**src/rtl/alt_vipcts131_fifo_read_stream.sv**
```systemverilog
// rtl/alt_vipcts131_fifo_read_stream.sv - non-showahead FIFO read port to valid/ready stream
// Two-entry skid buffer absorbs the one-cycle read latency so full throughput is kept.
module alt_vipcts131_fifo_read_stream #(
  parameter int DATA_WIDTH  = 20,
  parameter int COUNT_WIDTH = 16
) (
  input  logic                   clock,
  input  logic                   reset_n,
  input  logic                   fifo_rdempty,
  input  logic [DATA_WIDTH-1:0]  fifo_q,
  output logic                   fifo_rdreq,
  input  logic                   flush,
  output logic [DATA_WIDTH-1:0]  dout_data,
  output logic                   dout_valid,
  input  logic                   dout_ready,
  output logic [1:0]             occupancy,
  output logic [COUNT_WIDTH-1:0] word_count
);

  logic [DATA_WIDTH-1:0]  buffer [2];
  logic                   head;
  logic                   tail;
  logic                   inflight;
  logic [1:0]             occ;
  logic [COUNT_WIDTH-1:0] count;
  logic                   pop;
  logic                   capture;
  logic [2:0]             space;

  // A slot freed by this cycle's pop may be refilled by this cycle's request.
  always_comb begin
    pop     = dout_valid & dout_ready;
    capture = inflight & ~flush;
    space   = 3'd2 + 3'(pop) - 3'(occ) - 3'(inflight);
  end

  assign dout_valid = (occ != 2'd0) & ~flush;
  assign dout_data  = (occ != 2'd0) ? buffer[head] : '0;
  assign fifo_rdreq = reset_n & ~fifo_rdempty & ~flush & (space != 3'd0);
  assign occupancy  = occ;
  assign word_count = count;

  always_ff @(posedge clock or negedge reset_n) begin
    if (!reset_n) begin
      buffer[0] <= '0;
      buffer[1] <= '0;
      head      <= 1'b0;
      tail      <= 1'b0;
      inflight  <= 1'b0;
      occ       <= 2'd0;
      count     <= '0;
    end else if (flush) begin
      head     <= 1'b0;
      tail     <= 1'b0;
      inflight <= 1'b0;
      occ      <= 2'd0;
    end else begin
      inflight <= fifo_rdreq;
      if (capture) begin
        buffer[tail] <= fifo_q;
        tail         <= ~tail;
      end
      if (pop) begin
        head  <= ~head;
        count <= count + COUNT_WIDTH'(1);
      end
      occ <= occ + 2'(capture) - 2'(pop);
    end
  end

endmodule

```
**config.mk**
```make
export PLATFORM = sky130hd
export DESIGN_NAME = alt_vipcts131_fifo_read_stream
export DESIGN_NICKNAME = d
export VERILOG_FILES = /design/src/rtl/alt_vipcts131_fifo_read_stream.sv
export SDC_FILE = /design/constraint.sdc
export NUM_CORES = 1
export LEC_CHECK = 0
export ABC_CLOCK_PERIOD_IN_PS = 6900
export CORE_ASPECT_RATIO = 1.75
export CORE_MARGIN = 2
export CORE_UTILIZATION = 45
export CTS_CLUSTER_SIZE = 24
export DETAILED_ROUTE_END_ITERATION = 10
export PLACE_DENSITY = 0.8
export SKIP_LAST_GASP = 1
export SLEW_MARGIN = 20
export SYNTH_ARGS = -nofsm -noshare
export SYNTH_HDL_FRONTEND = slang
export SYNTH_SLANG_ARGS = --single-unit
```
**constraint.sdc**
```tcl
create_clock -name clock -period 6.9 [get_ports clock]
set_clock_uncertainty 0.2 [all_clocks]
set_input_delay 1.38 -clock clock [delete_from_list [all_inputs] [get_ports clock]]
set_output_delay 1.38 -clock clock [all_outputs]
set_load 0.01 [all_outputs]
```
==> results of run 1 <==
[worst reg2reg max path: stages, from the launching register on]
cell and delay, ns:
dfrtp_1 0.51, o21bai_4 0.15, inv_2 0.08, nand2_1 0.14
fa_1 0.41, ha_1 0.29, nand2_1 0.07, nor2_1 0.05
nor4b_1 0.24
[layer usage]
metal  vias to the layer above  GRT usage
li1                        881          -
met1                       952      0.214
met2                        42      0.308
met5                         -          0
met3                        10     0.0372
met4                         0      0.106
[registers in the layout, summed over array words and instances, names as in the netlist]
name and cells:
word_count 16, inflight 1, head 1, tail 1, buffer 40, occupancy 2
[placed cells by master, fill, tap and decap left out, types with 2 or more instances in the layout]
cell and n:
and4_1 2, buf_4 2, bufinv_16 2, clkbuf_8 13, clkdlybuf4s50_1 63, dfrtp_1 61, ha_1 4, inv_1 3
mux2_1 10, mux2_2 31, mux2i_1 20, nand2_1 7, nand3_1 8, nand4_1 4, nor2_1 26, nor4b_1 2
xnor2_1 16, xor2_1 3
[kinds of logic after synthesis]
family          after synthesis  synth area share
compound gates                2           0.00844
xor+xnor                     19            0.0591
flops                        61             0.542
simple gates                 57             0.105
fa+ha+maj                     5            0.0249
buf+inv                      14            0.0258
mux                          61             0.235
[final timing paths]
check | slack (ns) | start | to
min | 0.28 | word_count[15]$_DFFE_PN0P_ | word_count[15]$_DFFE_PN0P_
max in group asynchronous | 4.96 | reset_n | buffer[22]$_DFFE_PN0P_
max reg2reg | 4.64 | occupancy[0]$_DFF_PN0_ | inflight$_DFF_PN0_
max | 1.24 | flush | fifo_rdreq
min reg2reg | 0.28 | word_count[15]$_DFFE_PN0P_ | word_count[15]$_DFFE_PN0P_
min in group asynchronous | 1.05 | reset_n | buffer[12]$_DFFE_PN0P_
[power by group through the flow]
stage / Clock, mW / Combinational, mW / Sequential [mW]
2_1_floorplan: 0 / 0.107 / 0.458
3_3_place_gp: 0 / 0.175 / 0.462
3_5_place_dp: 0 / 0.181 / 0.467
4_1_cts: 0.385 / 0.182 / 0.461
5_1_grt: 0.400 / 0.199 / 0.470
6_report: 0.376 / 0.178 / 0.460
[Yosys cell counts, drive strengths merged]
cell     n
o21bai   1
nor4b    2
xnor2   16
nor2    28
nor2b    1
nand2b   1
fa       1
nand3    8
and3     1
xor2     3
inv      4
ha       4
nand3b   1
nor4     1
mux2i   20
and4     2
dfrtp   61
nand2    7
mux2    41
nor3     1
o21ai    1
nand4    4
buf      7
clkbuf   3
[cell type report]
type,instances,area (um^2)
Inverter,4,15.0
Multi-Input combinational cell,144,1230
Tap cell,80,100
Sequential cell,61,1530
Fill cell,485,2370
Clock inverter,3,65.1
Clock buffer,13,179
Timing Repair Buffer,66,651
[per-stage QoR]
step,cell area [um^2],instances,util,power (mW)
floorplan,2820,219,-,0.566
global placement,3510,355,0.573,0.638
detailed placement,3510,355,0.573,0.648
CTS,3760,371,0.613,1.03
global route,3760,371,0.614,1.07
finish,3760,371,0.614,1.01
==> run_results.csv, run 1 <==
group,metric,value,unit
detailed_routing,first_pass_iters,4,
floorplanning,fp.dieW,63.8,um
critical_path,cp.arrival,4.08,ns
synth,syn-cell-area,0.00282,mm^2
power_and_ir_drop,power_leakage,1.64,nW
detailed_routing,wl_met3,199,um
critical_path,slowest_stage,"clkdlybuf4s50_1",
sta,fin_tns_setup,0,ns
synth,avgSynthCellArea,12.9,um^2
synth,yosysUniqueCellTypes,28,
clock_network,clkSinkCount,61,
clock_network,cts_root_buffer,"clkbuf_8",
power_and_ir_drop,power.net_switching,243,uW
global_route,grt_max_degree,63,
detailed_routing,drc_errors,0,
detailed_routing,drt-total-wl,5700,um
job,max_cap_violations,0,
detailed_routing,via_per_inst,5.08,
floorplanning,die_area,0.00693,mm^2
global_route,grt_pass1_vias,2021,
placed_design,place_congestion,0.801,
critical_path,worstRegToRegCells,8,
detailed_routing,wl_met1,2300,um
power_and_ir_drop,ir_worst_vdd,0.000154,V
clock_network,postCtsResizedCells,0,
critical_path,path_depth,10,
power_and_ir_drop,netSwitchingFraction,0.240,
global_route,antenna_found_initial,0,
critical_path,cp-start-kind,"primary input",
min_path,hold_depth,1,
finish,diodes,0,
synth,synth_area_leaders,"dfrtp_1 (54%), mux2_2 (12%), mux2i_1 (7.1%)",
power_and_ir_drop,p_clk_frac,0.370,
sta,finalHoldViolations,0,
detailed_routing,vias,1885,
critical_path,path_class,"in -> out",
critical_path,cp_top_family,"buffers and inverters",
finish,drive_gt1_frac,0.192,
synth,yosysWarnings,0,
critical_path,cp_cell_sequence,"clkdlybuf4s50_1 -> o21bai_4 -> inv_2 -> nand2_1 -> fa_1 -> ha_1 -> nand2_1 -> nor2_1 -> nor4b_1 -> clkdlybuf4s50_1",
global_route,grt_pass1_wl,9580,um
floorplanning,die_y,109,um
detailed_routing,ant_nets,0,
sta,worst_slack,1.24,ns
synth,yosys.area.top_type,"dfrtp_1",
placed_design,pre_cts_slack,1.26,ns
sta,maxSlewViolCount,0,
clock_network,htree_levels,3,
finish,fin_nets,316,
critical_path,cpPeakStageDelay,0.58,ns
detailed_routing,dr_wl_met2,3040,um
floorplanning,fp.coreArea,0.00613,mm^2
sta,max-slew-margin-rel,0.288,
sta,worstMarginPinSlew,1.06,ns
placed_design,place_hpwl,3930,um
sta,fmax,177,MHz
power_and_ir_drop,power.share.sequential,0.454,
clock_network,clockBufferDepth,2,
clock_network,cts_tree,"yes",
finish,syn_to_final_growth,33.6,%
placed_design,portBuffers,64,
synth,synth_top_area_frac,0.542,
sta,timing.final.crit_share,0.820,
power_and_ir_drop,p_comb_frac,0.175,
status,status,"finished, final reports clean",
power_and_ir_drop,p_int,771,uW
power_and_ir_drop,p_per_area,269,mW/mm^2
sta,setup_viol,0,
sta,timing.hold.ws,0.276,ns
floorplanning,rows,38,
sta,period_needed,5.66,ns
global_route,overflow,0,
clock_network,clk_pin_slew,0.06,ns
clock_network,numCtsBuffers,9,
detailed_routing,highest_layer,"met4",
critical_path,required,5.32,ns
critical_path,critical_path.max_fanout,9,
synth,synth_seq_cells,61,
critical_path,path_buf_inv,3,
detailed_routing,detail_route.wl_per_cell,15.4,um
min_path,hold_path_class,"reg -> reg",
synth,ys_seq_area_frac,0.542,
clock_network,clk_latency,0.34,ns
synth,synth_fp_nets,249,
floorplanning,start_util,0.459,
sta,rsz0062_at_grt,"no",
floorplanning,io_pins,65,
synth,syn_inst,219,
clock_network,hold_buffers,0,
critical_path,endpoint_kind,"output pin",
global_route,track_usage,0.183,
clock_network,postCtsSetupBuffers,0,
detailed_routing,drt_iter0_markers,83,
No activity file was read; power rests on OpenSTA's default activity.
==> inputs of run 2 (changes only) <==
Settings changed: ABC_CLOCK_PERIOD_IN_PS 6900 to 4900, PLACE_DENSITY 0.8 to 0.83.
Clock period 6.9 ns to 4.9 ns, I/O delays scaled along.
==> run 2 against run 1 <==
Net effect:
- wire length down 0.54%
- cell area down 1.1%
- sequential share of layout area up 0.46 points
- critical path depth unchanged
- combinational power up 39%
==> run_results.csv, run 2 (same netlist as run 1, synthesis figures left out) <==
group,metric,value,unit
status,status,"finished, final reports clean",
global_route,grt_pass1_wl,9270,um
sta,rsz0062_at_grt,"no",
floorplanning,fp.dieW,63.8,um
sta,setup_viol,0,
sta,timing.hold.ws,0.290,ns
critical_path,required,3.72,ns
sta,maxSlewViolCount,0,
clock_network,htree_levels,3,
finish,design_area,0.00372,mm^2
clock_network,numCtsBuffers,9,
sta,max-slew-margin-rel,0.284,
global_route,track_usage,0.181,
clock_network,clockBufferDepth,2,
critical_path,critical_path.max_fanout,4,
finish,top_register,"buffer",
critical_path,cp_cell_sequence,"clkdlybuf4s50_1 -> o21bai_4 -> inv_2 -> nand2_1 -> fa_1 -> ha_1 -> nand2_1 -> nor2_1 -> nor4b_1 -> clkdlybuf4s50_1",
global_route,antenna_found_initial,0,
finish,final_cell_mix,"clkdlybuf4s50_1 (63), dfrtp_1 (61), mux2_2 (31), nor2_1 (26), mux2i_1 (20)",
clock_network,clk_pin_slew,0.06,ns
placed_design,pre_cts_slack,0.155,ns
detailed_routing,detail_route.wl_per_cell,15.2,um
detailed_routing,drt_iter0_markers,62,
critical_path,cp.arrival,3.56,ns
sta,worstMarginPinSlew,1.07,ns
finish,fin_nets,318,
critical_path,worstRegToRegCells,8,
sta,period_needed,4.74,ns
critical_path,endpoint_kind,"output pin",
detailed_routing,drt-total-wl,5660,um
clock_network,hold_buffers,0,
global_route,grt_pass1_vias,1942,
critical_path,cpPeakStageDelay,0.60,ns
clock_network,cts_root_buffer,"clkbuf_8",
placed_design,portBuffers,64,
job,max_cap_violations,0,
sta,timing.final.crit_share,0.967,
min_path,hold_path_class,"reg -> reg",
finish,diodes,0,
finish,syn_to_final_growth,32.1,%
clock_network,postCtsSetupBuffers,0,
floorplanning,rows,38,
detailed_routing,vias,1871,
floorplanning,io_pins,65,
power_and_ir_drop,power_leakage,1.62,nW
floorplanning,die_area,0.00693,mm^2
placed_design,place_congestion,0.763,
sta,fmax,211,MHz
critical_path,cp-start-kind,"primary input",
sta,finalHoldViolations,0,
floorplanning,die_y,109,um
clock_network,clk_latency,0.34,ns
sta,fin_tns_setup,0,ns
placed_design,place_hpwl,3950,um
finish,n_fill_cell,503,
critical_path,path_class,"in -> out",
detailed_routing,via_per_inst,5.02,
finish,layout_commonest_cell,"clkdlybuf4s50_1",
power_and_ir_drop,ir_worst_vdd,0.000203,V
critical_path,slowest_stage,"clkdlybuf4s50_1",
sta,worst_slack,0.163,ns
detailed_routing,ant_nets,0,
power_and_ir_drop,p_per_area,357,mW/mm^2
clock_network,clkSinkCount,61,
detailed_routing,drc_errors,0,
floorplanning,fp.coreArea,0.00613,mm^2
clock_network,postCtsResizedCells,0,
floorplanning,start_util,0.459,
global_route,overflow,0,
clock_network,cts_tree,"yes",
min_path,hold_depth,1,
global_route,grt_max_degree,63,
placed_design,dpl_cell_area,0.00353,mm^2
finish,final_util,0.607,
finish,drive_gt1_frac,0.195,
detailed_routing,first_pass_iters,4,
finish,largest_register_ffs,40,
run 2: cell count changes in the layout (fill, tap and decap cells not counted):
| cell | before | now |
|---|---|---|
| clkbuf_8 | 13 | 10 |
| clkinv_2 | 1 | 4 |
| buf_4 | 2 | 4 |
| bufinv_16 | 2 | 1 |
| clkbuf_1 | 0 | 1 |
| nor2_2 | 1 | 2 |
| nor2_4 | 1 | 0 |
run 2: through the flow:
step / std cells / power, mW
5_1_grt: 373 / 1.40
6_report: 373 / 1.33
3_3_place_gp: 357 / 0.899
4_1_cts: 373 / 1.35
3_5_place_dp: 357 / 0.914
2_1_floorplan: 219 / 0.797
run 2: layout make-up:
cell class                      count  area [um^2]  area share
Clock buffer                       11          141      0.0380
Clock inverter                      5         50.0      0.0134
Inverter                            4         15.0     0.00403
Multi-Input combinational cell    144         1220       0.329
Sequential cell                    61         1530       0.410
Tap cell                           80          100      0.0269
Timing Repair Buffer               68          666       0.179
run 2: worst paths after layout:
path / slack, ns / start / to
max: 0.16 / flush / fifo_rdreq
min: 0.29 / buffer[34]$_DFFE_PN0P_ / buffer[34]$_DFFE_PN0P_
max reg2reg: 2.70 / occupancy[0]$_DFF_PN0_ / inflight$_DFF_PN0_
min reg2reg: 0.29 / buffer[34]$_DFFE_PN0P_ / buffer[34]$_DFFE_PN0P_
max in group asynchronous: 3.36 / reset_n / word_count[2]$_DFFE_PN0P_
min in group asynchronous: 0.65 / reset_n / buffer[10]$_DFFE_PN0P_
run 2: power breakdown:
part           switching [mW]  internal [mW]  total, mW
registers              0.0589          0.594      0.653
clock network           0.183          0.245      0.428
logic                  0.0954          0.152      0.247
total                   0.337          0.991       1.33
run 2: routing by layer:
metal / share of wire / vias up / global-route usage
li1: - / 889 / -
met1: 0.42 / 936 / 0.209
met2: 0.53 / 40 / 0.304
met3: 0.033 / 6 / 0.0526
met4: 0.018 / 0 / 0.0885
met5: 0 / - / 0
run 2: critical path: cells and delay by family:
kind / cells / cell delay [ns]
buffers and inverters: 3 / 1.13
adders and majority gates: 2 / 0.68
and+or+nand+nor: 4 / 0.54
AOI/OAI and AO/OA: 1 / 0.23
==> inputs of run 3 (changes only) <==
Settings changed: CTS_CLUSTER_SIZE 24 to 25.
==> results of run 3 <==
No change in the layout: final DEF, timing and power equal those of run 2.
